## src/rtl/ram_march_bist.sv

```systemverilog
// March-test initiator for one RAM port: a simplified March C- in four phases.
// Read data is expected one enabled cycle after ARdEn (port-B style RAM).
// It reports pass/fail, a saturating error count and the first failing address/phase.
module ram_march_bist #(
  parameter int unsigned CAddrLen   = 8,
  parameter int unsigned CDataLen   = 8,
  parameter int unsigned CErrCntLen = 16
) (
  input  logic                  AClkH,
  input  logic                  AResetHN,
  input  logic                  AClkHEn,
  input  logic                  AStart,
  output logic                  ABusy,
  output logic                  ADone,
  output logic                  APass,
  output logic [CErrCntLen-1:0] AErrCnt,
  output logic [CAddrLen-1:0]   AErrAddr,
  output logic [1:0]            AErrPhase,
  output logic [CAddrLen-1:0]   AAddr,
  output logic [CDataLen-1:0]   AMosi,
  input  logic [CDataLen-1:0]   AMiso,
  output logic                  AWrEn,
  output logic                  ARdEn
);

  typedef enum logic [2:0] {StIdle, StP0, StP1, StP2, StP3, StDrain, StDone} state_e;

  localparam logic [CAddrLen-1:0] AddrMax = '1;

  state_e                state_q, state_d;
  logic [CAddrLen-1:0]   addr_q, addr_d;
  logic                  sub_q, sub_d;      // 0: read half, 1: write half of a P1/P2 pair
  logic                  wr_q, wr_d, rd_q, rd_d, busy_q, busy_d, done_q, done_d;
  logic [CDataLen-1:0]   mosi_q, mosi_d;
  logic [CErrCntLen-1:0] err_cnt_q, err_cnt_d;
  logic [CAddrLen-1:0]   err_addr_q, err_addr_d;
  logic [1:0]            err_phase_q, err_phase_d;
  // Pending read check, captured when ARdEn is high
  logic                  chk_flag_q, chk_flag_d;
  logic [CDataLen-1:0]   chk_exp_q, chk_exp_d;
  logic [CAddrLen-1:0]   chk_addr_q, chk_addr_d;
  logic [1:0]            chk_phase_q, chk_phase_d;
  logic                  start_ok, mismatch;

  // Sequencer next state and next registered outputs
  always_comb begin
    state_d  = state_q;
    addr_d   = addr_q;
    sub_d    = sub_q;
    start_ok = 1'b0;
    unique case (state_q)
      StIdle, StDone: begin
        if (AStart) begin
          start_ok = 1'b1;
          state_d  = StP0;
          addr_d   = '0;
          sub_d    = 1'b0;
        end
      end
      StP0: begin
        addr_d = addr_q + 1'b1;
        if (addr_q == AddrMax) state_d = StP1;
      end
      StP1: begin
        sub_d = ~sub_q;
        if (sub_q) begin
          addr_d = addr_q + 1'b1;
          if (addr_q == AddrMax) begin
            state_d = StP2;
            addr_d  = AddrMax;
          end
        end
      end
      StP2: begin
        sub_d = ~sub_q;
        if (sub_q) begin
          addr_d = addr_q - 1'b1;
          if (addr_q == '0) begin
            state_d = StP3;
            addr_d  = '0;
          end
        end
      end
      StP3: begin
        addr_d = addr_q + 1'b1;
        if (addr_q == AddrMax) state_d = StDrain;
      end
      StDrain: state_d = StDone;
      default: state_d = StIdle;
    endcase

    wr_d   = (state_d == StP0) || (((state_d == StP1) || (state_d == StP2)) && sub_d);
    rd_d   = (((state_d == StP1) || (state_d == StP2)) && !sub_d) || (state_d == StP3);
    mosi_d = ((state_d == StP1) && sub_d) ? '1 : '0;
    busy_d = (state_d != StIdle) && (state_d != StDone);
    done_d = (state_d == StDone);
  end

  // Read-check capture and error bookkeeping
  always_comb begin
    chk_flag_d  = rd_q;
    chk_exp_d   = (state_q == StP2) ? '1 : '0;
    chk_addr_d  = addr_q;
    chk_phase_d = (state_q == StP1) ? 2'd1 :
                  (state_q == StP2) ? 2'd2 :
                  (state_q == StP3) ? 2'd3 : 2'd0;
    mismatch    = chk_flag_q && (AMiso != chk_exp_q);
    err_cnt_d   = err_cnt_q;
    err_addr_d  = err_addr_q;
    err_phase_d = err_phase_q;
    if (start_ok) begin
      err_cnt_d   = '0;
      err_addr_d  = '0;
      err_phase_d = '0;
    end else if (mismatch) begin
      if (err_cnt_q != '1) err_cnt_d = err_cnt_q + 1'b1;
      if (err_cnt_q == '0) begin
        err_addr_d  = chk_addr_q;
        err_phase_d = chk_phase_q;
      end
    end
  end

  // State and output registers; everything holds while AClkHEn is low
  always_ff @(posedge AClkH or negedge AResetHN) begin
    if (!AResetHN) begin
      state_q     <= StIdle;
      addr_q      <= '0;
      sub_q       <= 1'b0;
      wr_q        <= 1'b0;
      rd_q        <= 1'b0;
      mosi_q      <= '0;
      busy_q      <= 1'b0;
      done_q      <= 1'b0;
      err_cnt_q   <= '0;
      err_addr_q  <= '0;
      err_phase_q <= '0;
      chk_flag_q  <= 1'b0;
      chk_exp_q   <= '0;
      chk_addr_q  <= '0;
      chk_phase_q <= '0;
    end else if (AClkHEn) begin
      state_q     <= state_d;
      addr_q      <= addr_d;
      sub_q       <= sub_d;
      wr_q        <= wr_d;
      rd_q        <= rd_d;
      mosi_q      <= mosi_d;
      busy_q      <= busy_d;
      done_q      <= done_d;
      err_cnt_q   <= err_cnt_d;
      err_addr_q  <= err_addr_d;
      err_phase_q <= err_phase_d;
      chk_flag_q  <= chk_flag_d;
      chk_exp_q   <= chk_exp_d;
      chk_addr_q  <= chk_addr_d;
      chk_phase_q <= chk_phase_d;
    end
  end

  assign ABusy     = busy_q;
  assign ADone     = done_q;
  assign APass     = done_q && (err_cnt_q == '0);
  assign AErrCnt   = err_cnt_q;
  assign AErrAddr  = err_addr_q;
  assign AErrPhase = err_phase_q;
  assign AAddr     = addr_q;
  assign AMosi     = mosi_q;
  assign AWrEn     = wr_q;
  assign ARdEn     = rd_q;

endmodule

```

## config.mk

```make
export PLATFORM = sky130hd
export DESIGN_NAME = ram_march_bist
export DESIGN_NICKNAME = d
export VERILOG_FILES = /design/src/rtl/ram_march_bist.sv
export SDC_FILE = /design/constraint.sdc
export NUM_CORES = 1
export LEC_CHECK = 0
export ABC_AREA = 1
export CAP_MARGIN = 20
export CORE_ASPECT_RATIO = 1.25
export CORE_MARGIN = 1
export CORE_UTILIZATION = 56
export DETAILED_ROUTE_END_ITERATION = 10
export PLACE_DENSITY = 0.84
export SYNTH_ARGS = -nofsm -noshare
export SYNTH_HDL_FRONTEND = slang
export SYNTH_SLANG_ARGS = --single-unit
```

## constraint.sdc

```tcl
create_clock -name AClkH -period 3.1 [get_ports AClkH]
set_input_delay 0.93 -clock AClkH [delete_from_list [all_inputs] [get_ports AClkH]]
set_output_delay 0.93 -clock AClkH [all_outputs]
set_load 0.01 [all_outputs]
```

==> summary.txt, run 1 <==
Worst hold path
  – Hold Startpoint: AWrEn$_DFFE_PN0P_
  – Hold path depth: 2
  – Min-delay worst type: reg -> reg

Power
  – Leakage: just under 2 nW
  – Worst VDD drop: 0.435 mV
  – Power per cell area: 671 nW/µm²

Worst setup path
  – CP Launch Type: flip-flop
  – CP cell instances: inv_1 -> ha_1 -> nand3_1 -> nor4_2 -> nand3_1 -> nor2_1 -> dlymetal6s2s_1
  – Most frequent CP cell: nand3_1
  – Crit-path slowest cell: dfrtp_2
  – Worst path top cell family by delay: simple AND/OR/NAND/NOR gates
  – Critical path required time: roughly 2200 ps
  – Top fanout value on the critical path: 5
  – R2R depth: 7
  – CP startpoint: AErrCnt[0]$_DFFE_PN0P_
  – Setup crit end kind: output pin
  – Crit path largest cell delay: 450 ps
  – Buf/Inv on CP: 2
  – WP data arrival: 1730 ps
  – R2r startpoint: state_q[0]$_DFFE_PN0P_
  – WS Path Type: reg -> out
  – Worst path depth: 7

Clock tree
  – Htree depth: 2
  – Post-CTS setup buffer count: 0
  – Hold_buf cts: 0
  – Clock latency on the worst-skew pair: slightly above 300 ps
  – CTS Sinks: 55
  – Root Buffer: clkbuf_8
  – Buffer levels on the longest clock path: 2
  – Cts repair resizes: 0
  – CTS tree: yes
  – Clock-pin slew on the worst setup and hold paths: around 100 ps
  – Total clock buffers created by CTS: 5

Timing
  – Clk_skew: 9.21 ps
  – Setup TNS: 0 ps
  – Max-slew violations: 0
  – Period Utilization, post-route: 0.857
  – RSZ-0062 raised after global routing: false
  – Min Tclk post-route: 2660 ps
  – Fmax: 0.377 GHz
  – Slew @ Worst Pin: 582 ps
  – Endpoints failing setup: 0
  – Max-slew headroom: 0.611
  – Fin. Hold Viols: 0

Synth
  – Post-Syn Nets: 499
  – EDFF count, synth: 0
  – Synth Flop Type: dfrtp_1
  – Mapped Avg Cell Area: 7.25 µm²
  – Distinct cell type count after synthesis: 36
  – Mapped Cells: 482
  – Post-synthesis sequential area ratio: 0.394
  – Post-synthesis register bit count: 55
  – Synth async-reset ratio: 1.00
  – Synth Cell Area: 3500 µm²
  – YS warnings: 0

Layout
  – Nets: about 540
  – Most common cell after layout, fill and taps aside: nand2_1
  – Final Util: 0.706
  – Commonest cells after routing, fill and taps aside: nand2_1, clkdlybuf4s50_1, dfrtp_1
  – Diodes inserted: 0
  – Layout cells sized above 1: 0.0779
  – Area Overhead vs Synth: 19.0%

Routing
  – DRC viols: 0
  – First-pass DRT Iterations: 5
  – Number of DRC markers in iteration 0: 160
  – Post-Route WL: 8110 µm
  – ANT nets after route: 0
  – Vias per cell: 5.37
  – Vias: roughly 3,300
  – Wirelength per Cell: 13.3 µm

GRT
  – Largest net degree at the start of global routing: 35
  – GRT Util Overall: 0.264
  – First-pass GRT wire length: 13,800 µm
  – Initial antenna violation count: 0
  – Vias in the first global route: 3,033
  – Total grt overflow: 0

Floorplan
  – Full die area: around 6600 µm²
  – I/O Pins: approximately 60
  – Row count: 31
  – Core area: 5900 µm²
  – Die W: 72.7 µm
  – Initial Util: 0.593
  – Die height: 90.3 µm

Placement
  – Final Wtd Congestion: 0.934
  – Buffers on Ports: between 50 and 60
  – Post-detail-place hpwl: around 6000 µm

Run
  – Max_cap viols: 0

Run status
  – Status: finished clean
==> sequential cells by signal (all words and copies together), names as in the netlist <==
name         flops
chk_addr_q       8
AWrEn            1
AAddr            8
chk_phase_q      2
ARdEn            1
AErrCnt         16
ADone            1
ABusy            1
chk_flag_q       1
AErrPhase        2
state_q          3
chk_exp_q        1
AMosi            1
sub_q            1
AErrAddr         8
==> routing by layer <==
layer / GRT usage / vias to the layer above / share of wire
li1: - / 1623 / -
met3: 0.0313 / 29 / 0.036
met2: 0.456 / 84 / 0.53
met5: 0 / - / 0
met4: 0.119 / 0 / 0.036
met1: 0.323 / 1531 / 0.40
==> cell usage after synthesis, drive strengths merged, types with 4 or more instances <==
cell,n,area share
nand2,156,0.17
nand3,50,0.074
buf,23,0.049
ha,5,0.018
inv,46,0.049
nand4,6,0.013
or2,4,0.0072
dfrtp,55,0.39
o211ai,5,0.011
xor2,13,0.033
o21ai,52,0.076
nor3,4,0.0072
nor2,46,0.063
==> cell families after synthesis <==
group,count (synthesis),synth area share
DFF,55,0.394
AOI/OAI and AO/OA,64,0.0988
and+or+nand+nor,271,0.350
adders and majority gates,5,0.0179
buffers and inverters,72,0.102
xor gates and xnor gates,15,0.0376
==> final cells by class <==
| cell class | count | area [µm²] |
|---|---|---|
| clock buffer | 5 | 68.8 |
| clock inverter | 3 | 46.3 |
| fill | 505 | 1740 |
| inverter | 46 | 173 |
| multi-input combinational | 355 | 1770 |
| sequential | 55 | 1380 |
| tap | 82 | 103 |
| timing repair buffer | 62 | 621 |
==> tightest hold or removal path, stage by stage, from the launching register on <==
cell     delay, ps
dfrtp_1        350
nand2_1         50
nand2_1         60
==> through the flow <==
stage	hold slack, ps	power, mW	setup slack [ps]	area (µm²)	cells
after global placement	461	2.26	340	4030	600
after detailed placement	465	2.30	279	4030	600
after floorplan	443	1.91	983	3500	482
final	486	2.79	444	4160	608
after CTS	491	2.80	5.24	4150	608
after global routing	528	3.00	283	4160	608
==> path summary, 6_finish.rpt <==
kind / slack (ps) / end
worst max-delay path: 440 / APass
worst min-delay path: 490 / AWrEn$_DFFE_PN0P_
worst max register to register: 970 / AErrCnt[12]$_DFFE_PN0P_
worst min register to register: 490 / AWrEn$_DFFE_PN0P_
max in group asynchronous: 1940 / chk_phase_q[0]$_DFFE_PN0P_
min in group asynchronous: 580 / AErrCnt[3]$_DFFE_PN0P_
==> where the power goes <==
part           total [mW]  switching, mW  leakage [nW]  internal (mW)
Combinational        1.26          0.753          1.12          0.506
Clock               0.496          0.252        0.0548          0.244
Sequential           1.04          0.159         0.750          0.878
Total                2.79           1.16          1.92           1.63
Power figures use the tool's default switching activity.
==> run 2, diff against run 1 <==
--- a/config.mk
+++ b/config.mk
@@ -9,9 +9,10 @@
 export CAP_MARGIN = 20
 export CORE_ASPECT_RATIO = 1.25
 export CORE_MARGIN = 1
-export CORE_UTILIZATION = 56
+export CORE_UTILIZATION = 55
 export DETAILED_ROUTE_END_ITERATION = 10
-export PLACE_DENSITY = 0.84
+export PLACE_DENSITY = 0.82
+export SLEW_MARGIN = 20
 export SYNTH_ARGS = -nofsm -noshare
 export SYNTH_HDL_FRONTEND = slang
 export SYNTH_SLANG_ARGS = --single-unit
==> run 2 against run 1 <==
Maximum frequency fell by 3.2%; utilization shrank 3.2 points; sequential cell count unchanged; register-to-register slack gained 280 ps; routed wire length is 4.5% lower; sequential share of layout area about the same; clock-buffer cell count unchanged; power is 2.7% lower; critical endpoint unchanged.
==> summary.txt, run 2 (synthesis gave the netlist of run 1 again) <==
Floorplan
  – Core area: 6170 µm² (was 5900 µm²)
  – Die height: 91.1 µm (was 90.3 µm)
  – Die W: 73.3 µm (was 72.7 µm)
  – Initial Util: 0.567 (was 0.593)
  – I/O Pins: 59 (unchanged)
  – Full die area: 6680 µm² (was 6560 µm²)
  – Row count: 32 (was 31)

Power
  – Pint: 1.57 mW (was 1.63 mW)
  – Final total power: 2.71 mW (was 2.79 mW)
  – Sequential power share: 0.381 (was 0.371)
  – Power per cell area: 654 nW/µm² (was 671 nW/µm²)
  – Comb power frac: 0.474 (was 0.451)
  – Total net switching power: 1.15 mW (was 1.16 mW)
  – Net Sw Frac: 0.423 (was 0.417)
  – Leakage: 1.92 nW (about the same)
  – Clock Power Share: 0.144 (was 0.178)
  – Worst VDD drop: 0.356 mV (was 0.435 mV)

Timing
  – Max-slew violations: 0 (unchanged)
  – Min Tclk post-route: 2740 ps (was 2660 ps)
  – Slew @ Worst Pin: 391 ps (was 582 ps)
  – Setup ws final: 357 ps (was 444 ps)
  – Max-slew headroom: 0.736 (was 0.611)
  – Period Utilization, post-route: 0.885 (was 0.857)
  – Hold WS: 488 ps (was 486 ps)
  – Fin. Hold Viols: 0 (unchanged)
  – Fmax: 0.365 GHz (was 0.377 GHz)
  – Clk_skew: 6.39 ps (was 9.21 ps)
  – Setup TNS: 0 ps (unchanged)
  – RSZ-0062 raised after global routing: false (unchanged)
  – Endpoints failing setup: 0 (unchanged)

Worst setup path
  – Critical path required time: 2170 ps (about the same)
  – WS Path Type: reg -> out (unchanged)
  – Crit path largest cell delay: 440 ps (was 450 ps)
  – WP data arrival: 1810 ps (was 1730 ps)
  – Crit-path slowest cell: dfrtp_1 (was dfrtp_2)
  – Most frequent CP cell: nand3_1 (unchanged)
  – Top fanout value on the critical path: 5 (unchanged)
  – Setup crit end kind: output pin (unchanged)
  – CP Launch Type: flip-flop (unchanged)
  – CP cell instances: inv_1 -> ha_1 -> nand3_1 -> nor4_4 -> nand3_1 -> nor2_1 -> dlymetal6s2s_1 (was inv_1 -> ha_1 -> nand3_1 -> nor4_2 -> nand3_1 -> nor2_1 -> dlymetal6s2s_1)

Routing
  – Number of DRC markers in iteration 0: 179 (was 160)
  – Vias per cell: 5.25 (was 5.37)
  – Vias: 3,202 (was 3,267)
  – First-pass DRT Iterations: 4 (was 5)
  – Post-Route WL: 7740 µm (was 8110 µm)
  – DRC viols: 0 (unchanged)
  – ANT nets after route: 0 (unchanged)
  – Wirelength per Cell: 12.7 µm (was 13.3 µm)

Layout
  – Most common cell after layout, fill and taps aside: nand2_1 (unchanged)
  – Diodes inserted: 0 (unchanged)
  – Commonest cells after routing, fill and taps aside: nand2_1, clkdlybuf4s50_1, dfrtp_1 (unchanged)
  – Fillers: 546 (was 505)
  – Area Overhead vs Synth: 18.8% (was 19.0%)
  – Nets: 542 (unchanged)
  – Layout cells sized above 1: 0.0724 (was 0.0779)
  – Max reg flops: 16 (unchanged)
  – Final Util: 0.674 (was 0.706)

Clock tree
  – Clock-pin slew on the worst setup and hold paths: 100 ps (about the same)
  – Clock latency on the worst-skew pair: 310 ps (about the same)
  – Root Buffer: clkbuf_8 (unchanged)
  – Htree depth: 2 (unchanged)
  – CTS Sinks: 55 (unchanged)
  – Buffer levels on the longest clock path: 2 (unchanged)
  – Post-CTS setup buffer count: 0 (unchanged)
  – CTS tree: yes (unchanged)
  – Total clock buffers created by CTS: 5 (unchanged)
  – Hold_buf cts: 0 (unchanged)

Run
  – Max_cap viols: 0 (unchanged)

Worst hold path
  – Min-delay worst type: reg -> reg (unchanged)

GRT
  – Total grt overflow: 0 (unchanged)
  – Vias in the first global route: 3,137 (was 3,033)
  – Largest net degree at the start of global routing: 56 (was 35)
  – GRT Util Overall: 0.263 (was 0.264)
  – First-pass GRT wire length: 13,900 µm (was 13,800 µm)
  – Initial antenna violation count: 0 (unchanged)

Placement
  – Dpl ws: 343 ps (was 279 ps)
  – Post-detail-place hpwl: 5790 µm (was 6010 µm)
  – Final Wtd Congestion: 0.944 (was 0.934)
  – Buffers on Ports: 58 (unchanged)

Run status
  – Status: finished clean (unchanged)
run 2: what timing repair did:
action	in CTS	in global routing
endpoints found under the setup margin	1	1
pin swaps	0	1
resized for setup	1	2
run 2: area by class of cell:
cell class | count | area (µm²) | share of cell area
clock buffer | 5 | 68.8 | 0.0166
clock inverter | 2 | 17.5 | 0.00422
multi-input combinational | 355 | 1780 | 0.428
inverter | 46 | 173 | 0.0416
timing repair buffer | 62 | 633 | 0.152
sequential | 55 | 1380 | 0.331
tap | 85 | 106 | 0.0256
run 2: worst max-delay path, delay by kind of cell, from the launching register on:
kind / cells / cell delay, ps
simple gates: 4 / 590
flops: 1 / 440
buf+inv: 2 / 280
fa+ha+maj: 1 / 180
run 2: metrics by stage:
stage / instances / area [µm²]
2_1_floorplan: 482 / 3500
3_3_place_gp: 603 / 4050
3_5_place_dp: 603 / 4050
4_1_cts: 610 / 4140
5_1_grt: 610 / 4150
6_report: 610 / 4150
run 2: power by group through the flow:
stage	clock network [mW]	logic, mW	registers [mW]
2_1_floorplan	0	0.860	1.05
3_3_place_gp	0	1.25	1.04
3_5_place_dp	0	1.28	1.04
4_1_cts	0.409	1.29	1.03
5_1_grt	0.440	1.45	1.07
6_report	0.392	1.29	1.04
run 2: path summary, 6_finish.rpt:
kind	depth (start not counted)	slack, ps	end	from
worst max-delay path	7	360	APass	AErrCnt[0]$_DFFE_PN0P_
worst min-delay path	2	490	chk_addr_q[3]$_DFFE_PN0P_	chk_addr_q[3]$_DFFE_PN0P_
worst max register to register	9	1250	AErrCnt[8]$_DFFE_PN0P_	AErrCnt[0]$_DFFE_PN0P_
worst min register to register	2	490	chk_addr_q[3]$_DFFE_PN0P_	chk_addr_q[3]$_DFFE_PN0P_
max in group asynchronous	2	2250	chk_exp_q[6]$_DFFE_PN0P_	AResetHN
min in group asynchronous	2	600	AErrCnt[3]$_DFFE_PN0P_	AResetHN
run 2: layer usage:
| layer | up-vias | global-route usage | routed length (µm) |
|---|---|---|---|
| met5 | - | 0 | 0 |
| li1 | 1615 | - | - |
| met3 | 19 | 0.0355 | 266 |
| met1 | 1487 | 0.318 | 3220 |
| met4 | 0 | 0.106 | 188 |
| met2 | 81 | 0.461 | 4070 |
==> run 3, diff against run 2 <==
--- a/config.mk
+++ b/config.mk
@@ -10,7 +10,9 @@
 export CORE_ASPECT_RATIO = 1.25
 export CORE_MARGIN = 1
 export CORE_UTILIZATION = 55
+export CTS_CLUSTER_SIZE = 10
 export DETAILED_ROUTE_END_ITERATION = 10
+export GPL_ROUTABILITY_DRIVEN = 0
 export PLACE_DENSITY = 0.82
 export SLEW_MARGIN = 20
 export SYNTH_ARGS = -nofsm -noshare
==> run 3 against run 2 <==
Worst setup slack better by 84 ps; clock power increased by 18%; design area shrank 0.42%; sequential power barely moved; largest power group unchanged; critical path depth decreased by 2.
==> summary.txt, run 3 (synthesis gave the netlist of run 1 again) <==
Clock tree
  – CTS Sinks: 55 (unchanged)
  – Post-CTS setup buffer count: 0 (unchanged)
  – Htree depth: 2 (unchanged)
  – Total clock buffers created by CTS: 5 (unchanged)
  – Hold_buf cts: 0 (unchanged)
  – Clock-pin slew on the worst setup and hold paths: 100 ps (about the same)
  – CTS tree: yes (unchanged)
  – Cts repair resizes: 0 (was 1)
  – Buffer levels on the longest clock path: 2 (unchanged)
  – Clock latency on the worst-skew pair: 310 ps (about the same)
  – Root Buffer: clkbuf_8 (unchanged)

Timing
  – Slew @ Worst Pin: 763 ps (was 391 ps)
  – Min Tclk post-route: 2660 ps (was 2740 ps)
  – Max-slew violations: 0 (unchanged)
  – Endpoints failing setup: 0 (unchanged)
  – Fin. Hold Viols: 0 (unchanged)
  – Setup TNS: 0 ps (unchanged)
  – Max-slew headroom: 0.491 (was 0.736)
  – Clk_skew: 10.2 ps (was 6.39 ps)
  – Fmax: 0.376 GHz (was 0.365 GHz)
  – RSZ-0062 raised after global routing: false (unchanged)
  – Period Utilization, post-route: 0.858 (was 0.885)

GRT
  – GRT Util Overall: 0.255 (was 0.263)
  – Initial antenna violation count: 0 (unchanged)
  – Largest net degree at the start of global routing: 32 (was 56)
  – Total grt overflow: 0 (unchanged)
  – First-pass GRT wire length: 13,400 µm (was 13,900 µm)
  – Vias in the first global route: 3,001 (was 3,137)

Layout
  – Commonest cells after routing, fill and taps aside: nand2_1, clkdlybuf4s50_1, dfrtp_1 (unchanged)
  – Nets: 542 (unchanged)
  – Final instance area: 4140 µm² (was 4150 µm²)
  – Final Util: 0.671 (was 0.674)
  – Most common cell after layout, fill and taps aside: nand2_1 (unchanged)
  – Fillers: 548 (was 546)
  – Layout cells sized above 1: 0.0705 (was 0.0724)
  – Diodes inserted: 0 (unchanged)
  – Area Overhead vs Synth: 18.3% (was 18.8%)
  – Max reg flops: 16 (unchanged)

Placement
  – Post-DP Area: 4030 µm² (was 4050 µm²)
  – Post-detail-place hpwl: 5840 µm (was 5790 µm)
  – Buffers on Ports: 58 (unchanged)

Routing
  – Post-Route WL: 7930 µm (was 7740 µm)
  – Vias: 3,239 (was 3,202)
  – First-pass DRT Iterations: 5 (was 4)
  – Met2 WL: 4100 µm (was 4070 µm)
  – Met3 wire len: 278 µm (was 266 µm)
  – Wirelength per Cell: 13.0 µm (was 12.7 µm)
  – M1 wire length: 3350 µm (was 3220 µm)
  – ANT nets after route: 0 (unchanged)
  – Vias per cell: 5.31 (was 5.25)
  – Highest routed metal layer: met4 (unchanged)
  – Number of DRC markers in iteration 0: 142 (was 179)
  – DRC viols: 0 (unchanged)

Floorplan
  – Die height: 91.1 µm (unchanged)
  – Full die area: 6680 µm² (unchanged)
  – Core area: 6170 µm² (unchanged)
  – I/O Pins: 59 (unchanged)
  – Initial Util: 0.567 (unchanged)
  – Die W: 73.3 µm (unchanged)
  – Row count: 32 (unchanged)

Run status
  – Status: finished clean (unchanged)

Worst hold path
  – Min-delay worst type: in -> async (was reg -> reg)

Power
  – Leakage: 1.92 nW (about the same)
  – Power per cell area: 669 nW/µm² (was 654 nW/µm²)
  – Worst VDD drop: 0.414 mV (was 0.356 mV)

Worst setup path
  – Critical path required time: 2170 ps (about the same)
  – Setup crit end kind: output pin (unchanged)
  – WS Path Type: reg -> out (unchanged)
  – CP cell instances: or2_1 -> nor4_2 -> nand3_1 -> nor2_1 -> dlymetal6s2s_1 (was inv_1 -> ha_1 -> nand3_1 -> nor4_4 -> nand3_1 -> nor2_1 -> dlymetal6s2s_1)
  – Crit path largest cell delay: 460 ps (was 440 ps)
  – WP data arrival: 1730 ps (was 1810 ps)
  – Crit-path slowest cell: dfrtp_1 (unchanged)
  – CP Launch Type: flip-flop (unchanged)
  – Top fanout value on the critical path: 7 (was 5)

Run
  – Max_cap viols: 0 (unchanged)
## run 3: cell type report
| type | count | area (µm²) | area share |
|---|---|---|---|
| Sequential cell | 55 | 1380 | 0.333 |
| Clock inverter | 1 | 30.0 | 0.00726 |
| Inverter | 46 | 173 | 0.0417 |
| Multi-Input combinational cell | 355 | 1770 | 0.428 |
| Tap cell | 85 | 106 | 0.0257 |
| Timing Repair Buffer | 62 | 608 | 0.147 |
| Clock buffer | 6 | 72.6 | 0.0175 |
## run 3: final timing paths
| kind | start | endpoint | slack, ps | depth (start not counted) |
|---|---|---|---|---|
| setup / recovery | AErrCnt[5]$_DFFE_PN0P_ | APass | 440 | 5 |
| hold / removal | AResetHN | AErrCnt[10]$_DFFE_PN0P_ | 490 | 1 |
| setup reg to reg | AErrCnt[0]$_DFFE_PN0P_ | AErrCnt[5]$_DFFE_PN0P_ | 1160 | 9 |
| hold reg to reg | chk_flag_q$_DFFE_PN0P_ | chk_flag_q$_DFFE_PN0P_ | 490 | 2 |
| max in group asynchronous | AResetHN | AErrAddr[6]$_DFFE_PN0P_ | 1990 | 2 |
| min in group AClkH | chk_flag_q$_DFFE_PN0P_ | chk_flag_q$_DFFE_PN0P_ | 490 | 2 |
## run 3: critical path, delay by kind of cell, from the launching register on
| family | cells | cell delay (ps) |
|---|---|---|
| AND/OR/NAND/NOR | 4 | 760 |
| buffers and inverters | 1 | 200 |
| flip-flops | 1 | 460 |
## run 3: per-layer routing
metal,up-vias,GRT usage
met1,1512,0.313
met4,0,0.112
met2,88,0.434
met3,15,0.0388
met5,-,0
li1,1624,-
## run 3: through the flow
stage	hold WS [ps]	setup WS, ps	instances	power (mW)
3_5_place_dp	463	345	603	2.30
6_report	485	441	610	2.77
3_3_place_gp	461	375	603	2.26
4_1_cts	487	5.78	610	2.77
2_1_floorplan	443	983	482	1.91
5_1_grt	496	322	610	2.99
## run 3: power by group
part           internal, mW  switching (mW)
logic                 0.508           0.760
registers             0.877           0.158
clock network         0.237           0.227
total                  1.62            1.14
